--- src/rtl/conv_pkg.sv ---
// Shared types and the kernel table for the KxK RGB565 convolution.
// Kernels are stored as 5x5. A 3x3 window uses the centre 3x3 of each
// entry, and the shift values are the same for both window sizes.
package conv_pkg;

   // Number of entries in the kernel table below.
   localparam int N_KERNEL_TABLE = 4;
   // Largest supported window; table entries are stored at this size.
   localparam int KMAX           = 5;
   // Accumulator width; 25 taps of 8-bit signed x 6-bit unsigned fit easily.
   localparam int ACC_W          = 20;

   typedef struct packed {
      logic [4:0] r;
      logic [5:0] g;
      logic [4:0] b;
   } rgb565_t;

   typedef logic signed [7:0] coef_t;

   localparam coef_t CZ  = 8'sd0;
   localparam coef_t CP1 = 8'sd1;
   localparam coef_t CP2 = 8'sd2;
   localparam coef_t CP4 = 8'sd4;
   localparam coef_t CP5 = 8'sd5;
   localparam coef_t CP8 = 8'sd8;
   localparam coef_t CM1 = -8'sd1;

   // Indexed [kernel][row][col]. All kernels are zero outside the centre 3x3.
   localparam coef_t KERNELS [N_KERNEL_TABLE][KMAX][KMAX] = '{
      // 0: identity
      '{ '{CZ, CZ,  CZ,  CZ,  CZ},
         '{CZ, CZ,  CZ,  CZ,  CZ},
         '{CZ, CZ,  CP1, CZ,  CZ},
         '{CZ, CZ,  CZ,  CZ,  CZ},
         '{CZ, CZ,  CZ,  CZ,  CZ} },
      // 1: gaussian, outer product of 1-2-1 (gain 16)
      '{ '{CZ, CZ,  CZ,  CZ,  CZ},
         '{CZ, CP1, CP2, CP1, CZ},
         '{CZ, CP2, CP4, CP2, CZ},
         '{CZ, CP1, CP2, CP1, CZ},
         '{CZ, CZ,  CZ,  CZ,  CZ} },
      // 2: sharpen, centre 5 with orthogonal -1
      '{ '{CZ, CZ,  CZ,  CZ,  CZ},
         '{CZ, CZ,  CM1, CZ,  CZ},
         '{CZ, CM1, CP5, CM1, CZ},
         '{CZ, CZ,  CM1, CZ,  CZ},
         '{CZ, CZ,  CZ,  CZ,  CZ} },
      // 3: edge, centre 8 with the 8-neighbour ring at -1
      '{ '{CZ, CZ,  CZ,  CZ,  CZ},
         '{CZ, CM1, CM1, CM1, CZ},
         '{CZ, CM1, CP8, CM1, CZ},
         '{CZ, CM1, CM1, CM1, CZ},
         '{CZ, CZ,  CZ,  CZ,  CZ} }
   };

   // Arithmetic right shift applied after accumulation, per kernel.
   localparam logic [2:0] SHIFTS [N_KERNEL_TABLE] = '{3'd0, 3'd4, 3'd0, 3'd0};

endpackage

--- src/rtl/conv_channel_mac.sv ---
// One colour channel of the convolution: KxK signed multiply-accumulate
// (stage 2), then arithmetic shift and clamp to [0, 2^W-1] (stage 3).
module conv_channel_mac
   import conv_pkg::*;
#(
   parameter int K = 3,
   parameter int W = 5
) (
   input  logic                   clk,
   input  logic                   rst,
   input  logic [K*K-1:0][W-1:0]  pix,
   input  logic [K*K-1:0][7:0]    coef,
   input  logic [2:0]             shift,
   output logic [W-1:0]           result
);

   localparam int TAPS = K * K;
   localparam logic signed [ACC_W-1:0] MAX_VAL = {{(ACC_W-W){1'b0}}, {W{1'b1}}};

   logic signed [ACC_W-1:0] sum_comb;
   logic signed [ACC_W-1:0] sum_q;
   logic [2:0]              shift_q;
   logic signed [ACC_W-1:0] shifted;
   logic [W-1:0]            clamped;

   // Sum of coef*pix; coefficients sign-extended, pixels zero-extended.
   always_comb begin
      logic signed [ACC_W-1:0] c_ext;
      logic signed [ACC_W-1:0] p_ext;
      sum_comb = '0;
      c_ext    = '0;
      p_ext    = '0;
      for (int i = 0; i < TAPS; i++) begin
         c_ext    = {{(ACC_W-8){coef[i][7]}}, coef[i]};
         p_ext    = {{(ACC_W-W){1'b0}}, pix[i]};
         sum_comb = sum_comb + c_ext * p_ext;
      end
   end

   // Stage 2 register: full-precision sum and the shift that goes with it.
   always_ff @(posedge clk or posedge rst) begin
      if (rst) begin
         sum_q   <= '0;
         shift_q <= '0;
      end else begin
         sum_q   <= sum_comb;
         shift_q <= shift;
      end
   end

   // Scale down, then saturate negatives to 0 and overflow to full scale.
   always_comb begin
      shifted = sum_q >>> shift_q;
      if (shifted[ACC_W-1]) begin
         clamped = '0;
      end else if (shifted > MAX_VAL) begin
         clamped = '1;
      end else begin
         clamped = shifted[W-1:0];
      end
   end

   // Stage 3 register: the channel's output value.
   always_ff @(posedge clk or posedge rst) begin
      if (rst) begin
         result <= '0;
      end else begin
         result <= clamped;
      end
   end

endmodule

--- src/rtl/convolution_kxk.sv ---
// KxK sliding-window RGB565 convolution with a run-time selectable kernel.
// Interface semantics: data_valid_in qualifies data_in/hcount_in/vcount_in
// in the cycle it is high; there is no backpressure. The pipeline runs every
// cycle and data_valid_out marks the slots that carry a real pixel, exactly
// LATENCY cycles after the matching input.
module convolution_kxk
   import conv_pkg::*;
#(
   parameter int K           = 3,
   parameter int NUM_KERNELS = 4
) (
   input  logic                           clk_in,
   input  logic                           rst_in,
   input  logic [K-1:0][15:0]             data_in,
   input  logic [10:0]                    hcount_in,
   input  logic [9:0]                     vcount_in,
   input  logic                           data_valid_in,
   input  logic [$clog2(NUM_KERNELS)-1:0] kernel_sel_in,
   output logic [15:0]                    line_out,
   output logic [10:0]                    hcount_out,
   output logic [9:0]                     vcount_out,
   output logic                           data_valid_out,
   output logic [$clog2(NUM_KERNELS)-1:0] kernel_active_out
);

   localparam int LATENCY = 3;
   localparam int KSEL_W  = $clog2(NUM_KERNELS);
   localparam int OFF     = (KMAX - K) / 2;
   localparam int TAPS    = K * K;

   if (K != 3 && K != 5) begin : g_bad_k
      $error("convolution_kxk: K must be 3 or 5");
   end
   if (NUM_KERNELS != N_KERNEL_TABLE) begin : g_bad_nk
      $error("convolution_kxk: NUM_KERNELS must match the package kernel table");
   end

   // Window: win[col][row]; col 0 is the oldest column, K-1 the newest.
   logic [K-1:0][15:0] win      [K];
   logic [K-1:0][15:0] win_next [K];

   logic [KSEL_W-1:0]  kernel_active;
   logic [KSEL_W-1:0]  kernel_next;
   logic               frame_start;

   logic [TAPS-1:0][7:0] s1_coef;
   logic [2:0]           s1_shift;

   logic [TAPS-1:0][4:0] pix_r;
   logic [TAPS-1:0][5:0] pix_g;
   logic [TAPS-1:0][4:0] pix_b;
   logic [4:0]           res_r;
   logic [5:0]           res_g;
   logic [4:0]           res_b;

   logic                 valid_pipe  [LATENCY];
   logic [10:0]          hcount_pipe [LATENCY];
   logic [9:0]           vcount_pipe [LATENCY];

   assign frame_start = data_valid_in && (hcount_in == '0) && (vcount_in == '0);

   // Kernel choice is only honoured on the first valid pixel of a frame.
   always_comb begin
      kernel_next = kernel_active;
      if (frame_start) begin
         if (int'(kernel_sel_in) < NUM_KERNELS) begin
            kernel_next = kernel_sel_in;
         end else begin
            kernel_next = '0;
         end
      end
   end

   // Next window: replicate at the left edge, shift on other valid pixels.
   always_comb begin
      for (int c = 0; c < K; c++) begin
         win_next[c] = win[c];
      end
      if (data_valid_in) begin
         if (hcount_in == '0) begin
            for (int c = 0; c < K; c++) begin
               win_next[c] = data_in;
            end
         end else begin
            for (int c = 0; c < K - 1; c++) begin
               win_next[c] = win[c + 1];
            end
            win_next[K-1] = data_in;
         end
      end
   end

   // Stage 1 window register; holds its value across invalid cycles.
   always_ff @(posedge clk_in or posedge rst_in) begin
      if (rst_in) begin
         for (int c = 0; c < K; c++) begin
            win[c] <= '0;
         end
      end else begin
         for (int c = 0; c < K; c++) begin
            win[c] <= win_next[c];
         end
      end
   end

   // Active kernel index, visible on kernel_active_out.
   always_ff @(posedge clk_in or posedge rst_in) begin
      if (rst_in) begin
         kernel_active <= '0;
      end else begin
         kernel_active <= kernel_next;
      end
   end

   // Stage 1 coefficients: centre KxK of the chosen kernel, plus its shift.
   always_ff @(posedge clk_in or posedge rst_in) begin
      if (rst_in) begin
         s1_coef  <= '0;
         s1_shift <= '0;
      end else begin
         for (int r = 0; r < K; r++) begin
            for (int c = 0; c < K; c++) begin
               s1_coef[r*K + c] <= KERNELS[kernel_next][r + OFF][c + OFF];
            end
         end
         s1_shift <= SHIFTS[kernel_next];
      end
   end

   // Split each window pixel into its channels, tap index = row*K + col.
   for (genvar r = 0; r < K; r++) begin : g_row
      for (genvar c = 0; c < K; c++) begin : g_col
         rgb565_t px;
         assign px                = win[c][r];
         assign pix_r[r*K + c]    = px.r;
         assign pix_g[r*K + c]    = px.g;
         assign pix_b[r*K + c]    = px.b;
      end
   end

   conv_channel_mac #(.K(K), .W(5)) u_mac_r (
      .clk    (clk_in),
      .rst    (rst_in),
      .pix    (pix_r),
      .coef   (s1_coef),
      .shift  (s1_shift),
      .result (res_r)
   );

   conv_channel_mac #(.K(K), .W(6)) u_mac_g (
      .clk    (clk_in),
      .rst    (rst_in),
      .pix    (pix_g),
      .coef   (s1_coef),
      .shift  (s1_shift),
      .result (res_g)
   );

   conv_channel_mac #(.K(K), .W(5)) u_mac_b (
      .clk    (clk_in),
      .rst    (rst_in),
      .pix    (pix_b),
      .coef   (s1_coef),
      .shift  (s1_shift),
      .result (res_b)
   );

   // Sideband delay line matching the three data stages.
   always_ff @(posedge clk_in or posedge rst_in) begin
      if (rst_in) begin
         for (int i = 0; i < LATENCY; i++) begin
            valid_pipe[i]  <= 1'b0;
            hcount_pipe[i] <= '0;
            vcount_pipe[i] <= '0;
         end
      end else begin
         valid_pipe[0]  <= data_valid_in;
         hcount_pipe[0] <= hcount_in;
         vcount_pipe[0] <= vcount_in;
         for (int i = 1; i < LATENCY; i++) begin
            valid_pipe[i]  <= valid_pipe[i-1];
            hcount_pipe[i] <= hcount_pipe[i-1];
            vcount_pipe[i] <= vcount_pipe[i-1];
         end
      end
   end

   assign line_out          = {res_r, res_g, res_b};
   assign hcount_out        = hcount_pipe[LATENCY-1];
   assign vcount_out        = vcount_pipe[LATENCY-1];
   assign data_valid_out    = valid_pipe[LATENCY-1];
   assign kernel_active_out = kernel_active;

endmodule

--- config.mk ---
export PLATFORM = sky130hd
export DESIGN_NAME = convolution_kxk
export DESIGN_NICKNAME = d
export VERILOG_FILES = /design/src/rtl/conv_pkg.sv /design/src/rtl/conv_channel_mac.sv /design/src/rtl/convolution_kxk.sv
export SDC_FILE = /design/constraint.sdc
export NUM_CORES = 2
export LEC_CHECK = 0
export ABC_AREA = 1
export BUFFER_PORTS_ARGS = -buffer_cell sky130_fd_sc_hd__buf_4
export CORE_ASPECT_RATIO = 1.5
export CORE_MARGIN = 4
export CORE_UTILIZATION = 60
export CTS_CLUSTER_DIAMETER = 150
export CTS_CLUSTER_SIZE = 16
export DETAILED_ROUTE_END_ITERATION = 7
export PLACE_DENSITY = 0.81
export REMOVE_ABC_BUFFERS = 1
export SLEW_MARGIN = 20
export SYNTH_ARGS = -nofsm -noshare
export SYNTH_HDL_FRONTEND = slang
export SYNTH_SLANG_ARGS = --single-unit
--- constraint.sdc ---
create_clock -name clk_in -period 12 [get_ports clk_in]
set_clock_uncertainty 0.1 [all_clocks]
set_input_delay 2.4 -clock clk_in [delete_from_list [all_inputs] [get_ports clk_in]]
set_output_delay 2.4 -clock clk_in [all_outputs]
set_load 0.05 [all_outputs]
==> flow_metrics.tcl <==
set metrics [dict create \
    cts_tree "yes" \
    place_hpwl_um 82000 \
    antenna_found_initial 4 \
    max_freq_mhz 120 \
    leakage_uw 0.0288 \
    tns_ns 0 \
    period_share_pct 69.6 \
    irDropWorstVdd_mv 0.0878 \
    regToRegSetupSlack_ns 3.65 \
    drt-total-wl_um 97600 \
    grt_util_met1_pct 28.8 \
    post_cts_buffers 0 \
    power_switching_uw 635 \
    cts.sinks 294 \
    clock_latency_ns 0.60 \
    dr.pass1.iters 6 \
    io_buffers 113 \
    die_y_um 332 \
    slowest_delay_ns 0.61 \
    setup_ws_ns 3.65 \
    cts_buffer_depth 3 \
    worstPathArrival_ns 8.75 \
    final_core_util_pct 63.9 \
    vias 32000 \
    overflow 0 \
    status "completed" \
    required_ns 12.40 \
    cts-resized-gates 0 \
    path_clk_slew_ns 0.09 \
    swShare_pct 29.9 \
    grt_pass1_vias 33700 \
    ys_types 36 \
    path_class "flop to flop" \
    power_frac_comb_pct 12.6 \
    synth_top_area_share_pct 27.9 \
    crit_buf_inv 10 \
    ys_ff_latch 294 \
    hold_buffers 0 \
    ios 114 \
    start_kind "flop" \
    max_slew_margin_pct 34.0 \
    power_per_cell_area_mw_per_mm2 48.0 \
    final_cells 6155 \
    initial_core_util_pct 60.8 \
    area_growth_pct 5.16 \
    drv_cap 0 \
    die_area_mm2 0.0746 \
    synthCells 5214 \
    clkPwrFrac_pct 33.9 \
    drc 0 \
    grt_max_degree 156 \
    cts_root_buf "clkbuf_16" \
    die_width_um 224 \
    grt.busiest_layer "met2" \
    synthesis.area_mm2 0.0421 \
    min_period_ns 8.35 \
    maxSlewViolCount 0 \
    yosysSeqAreaShare_pct 17.5 \
    htree_levels 1 \
    ys.warnings.count 0 \
    endpoint_kind "flop" \
    hold_viol_final 0 \
    tightest_slew_ns 0.990 \
    cp_slowest_cell "dfrtp_2" \
    ant_nets 0 \
    routabilityCongestion 0.971 \
    core_mm2 0.0692 \
    p_int_uw 1490 \
    syn_area_per_cell_um2 8.08 \
    rsz0062_at_grt "no" \
    drt_iter0_markers 1643 \
    cp_top_family "adder cells" \
    place_ws_ns 3.67 \
    rows 118 \
    grt_usage_pct 27.1 \
    setup_violations 0 \
    ys_top_cells_by_area "fa_1, dfrtp_1, ha_1" \
    wl_per_cell_um 15.9 \
    grt_pass1_wl_um 163000 \
    via_per_inst 5.19 \
    yosysTopAreaCell "fa_1" \
    placedCellCount 6125 \
    drive_gt1_share_pct 3.20 \
    finalPower_uw 2130 \
    seqPwrFrac_pct 53.5 \
    use_met3_pct 2.16 \
    path_max_fanout 49 \
    hold_path.class "flop to flop" \
    cts_buffers 22 \
    crit_path_frequent_cell "nand2_1" \
    nets 6466 \
    grt_use_met2_pct 51.2 \
]
## path summary, 6_finish.rpt
kind / cells past startpoint / to / from
min in group asynchronous: 2 / g_row[0].g_col[0].px[2]$_DFFE_PP0P_ / rst_in
hold reg to reg: 0 / vcount_out[7]$_DFF_PP0_ / vcount_pipe[17]$_DFF_PP0_
max in group asynchronous: 3 / g_row[2].g_col[0].px[5]$_DFFE_PP0P_ / rst_in
setup reg to reg: 35 / u_mac_g.sum_q[19]$_DFF_PP0_ / s1_coef[14]$_DFF_PP0_
hold / removal: 0 / vcount_out[7]$_DFF_PP0_ / vcount_pipe[17]$_DFF_PP0_
setup / recovery: 35 / u_mac_g.sum_q[19]$_DFF_PP0_ / s1_coef[14]$_DFF_PP0_
## sequential cells by signal, indices dropped and copies added, names as in the netlist
name	count
valid_pipe	2
u_mac_g.result	6
s1_coef	6
hcount_out	11
hcount_pipe	22
u_mac_r.result	5
u_mac_b.sum_q	20
data_valid_out	1
vcount_out	10
g_row.g_col.px	144
u_mac_b.result	5
s1_shift	1
vcount_pipe	20
u_mac_g.sum_q	20
u_mac_r.sum_q	20
u_mac_b.shift_q	1
## area by class of cell
cell class                 count  area [um^2]
sequential                   294         7360
multi-input combinational   3474        29200
antenna                        4         10.0
clock inverter                 2         41.3
timing repair buffer         124          947
tap                          900         1130
clock buffer                  24          558
fill                        5782        25000
inverter                    1333         5010
## layer usage
metal	share of wire, %	vias up
li1	-	15500
met1	35	15500
met2	54	707
met3	3.3	302
met4	7.7	0
met5	0	-
## Yosys cell counts
cell type / instances
a21oi_1: 177
nor4_1: 5
or2_1: 1
ha_1: 556
xnor2_1: 50
nor3_2: 1
buf_2: 7
a21boi_0: 10
a31oi_1: 15
inv_2: 2
mux2i_1: 2
inv_1: 1331
nand3b_1: 10
nand3_1: 159
nand4_1: 10
a211oi_1: 1
xor2_1: 105
o22ai_1: 6
nor2_1: 127
nand2_1: 1476
dfrtp_1: 294
o211ai_1: 2
o21a_1: 3
or3_1: 1
fa_1: 587
a21o_1: 25
and2_1: 3
nor3_1: 15
or2_2: 10
buf_4: 25
clkbuf_1: 71
o21ai_0: 103
buf_1: 7
o21bai_1: 13
buf_6: 3
nor4_2: 1
## layout by cell type (no fill, tap or decap), types with 6 or more instances in the layout
cell type | netlist | final
nand3_1 | 159 | 159
nand3b_1 | 10 | 10
o22ai_1 | 6 | 6
o21bai_1 | 13 | 13
ha_1 | 556 | 556
dfrtp_1 | 294 | 290
clkbuf_16 | 0 | 22
buf_4 | 25 | 122
a21oi_1 | 177 | 177
o21ai_0 | 103 | 103
fa_1 | 587 | 587
nand2_1 | 1476 | 1475
a21o_1 | 25 | 25
a21boi_0 | 10 | 10
inv_1 | 1331 | 1330
nand4_1 | 10 | 10
a31oi_1 | 15 | 15
xnor2_1 | 50 | 50
nor3_1 | 15 | 15
nor2_1 | 127 | 127
xor2_1 | 105 | 105
or2_2 | 10 | 10
## power groups by stage
stage          logic, uW  clock network, uW  registers, uW
2_1_floorplan        135                  0           1160
3_3_place_gp         260                  0           1150
3_5_place_dp         267                  0           1160
4_1_cts              270                745           1140
5_1_grt              301                775           1150
6_report             267                721           1140
## kinds of logic (layout without fill, tap and decap cells)
logic type	Yosys count	in the layout	share of synthesized area (%)
buffers and inverters	1446	1483	13.2
AO/OA/AOI/OAI	355	355	4.60
other	0	4	0
flip-flops	294	294	17.5
AND/OR/NAND/NOR	1819	1819	17.0
adder cells (fa/ha/maj)	1143	1143	44.4
XOR/XNOR	155	155	3.22
multiplexers	2	2	0.0475
## per-stage QoR
stage	hold WS (ns)	instance area, um^2
finish	0.239	44300
global route	0.253	44300
global placement	0.231	43700
floorplan	0.231	41600
CTS	0.238	44300
detailed placement	0.235	43700
Note: power is estimated with default switching activity, not from simulation.
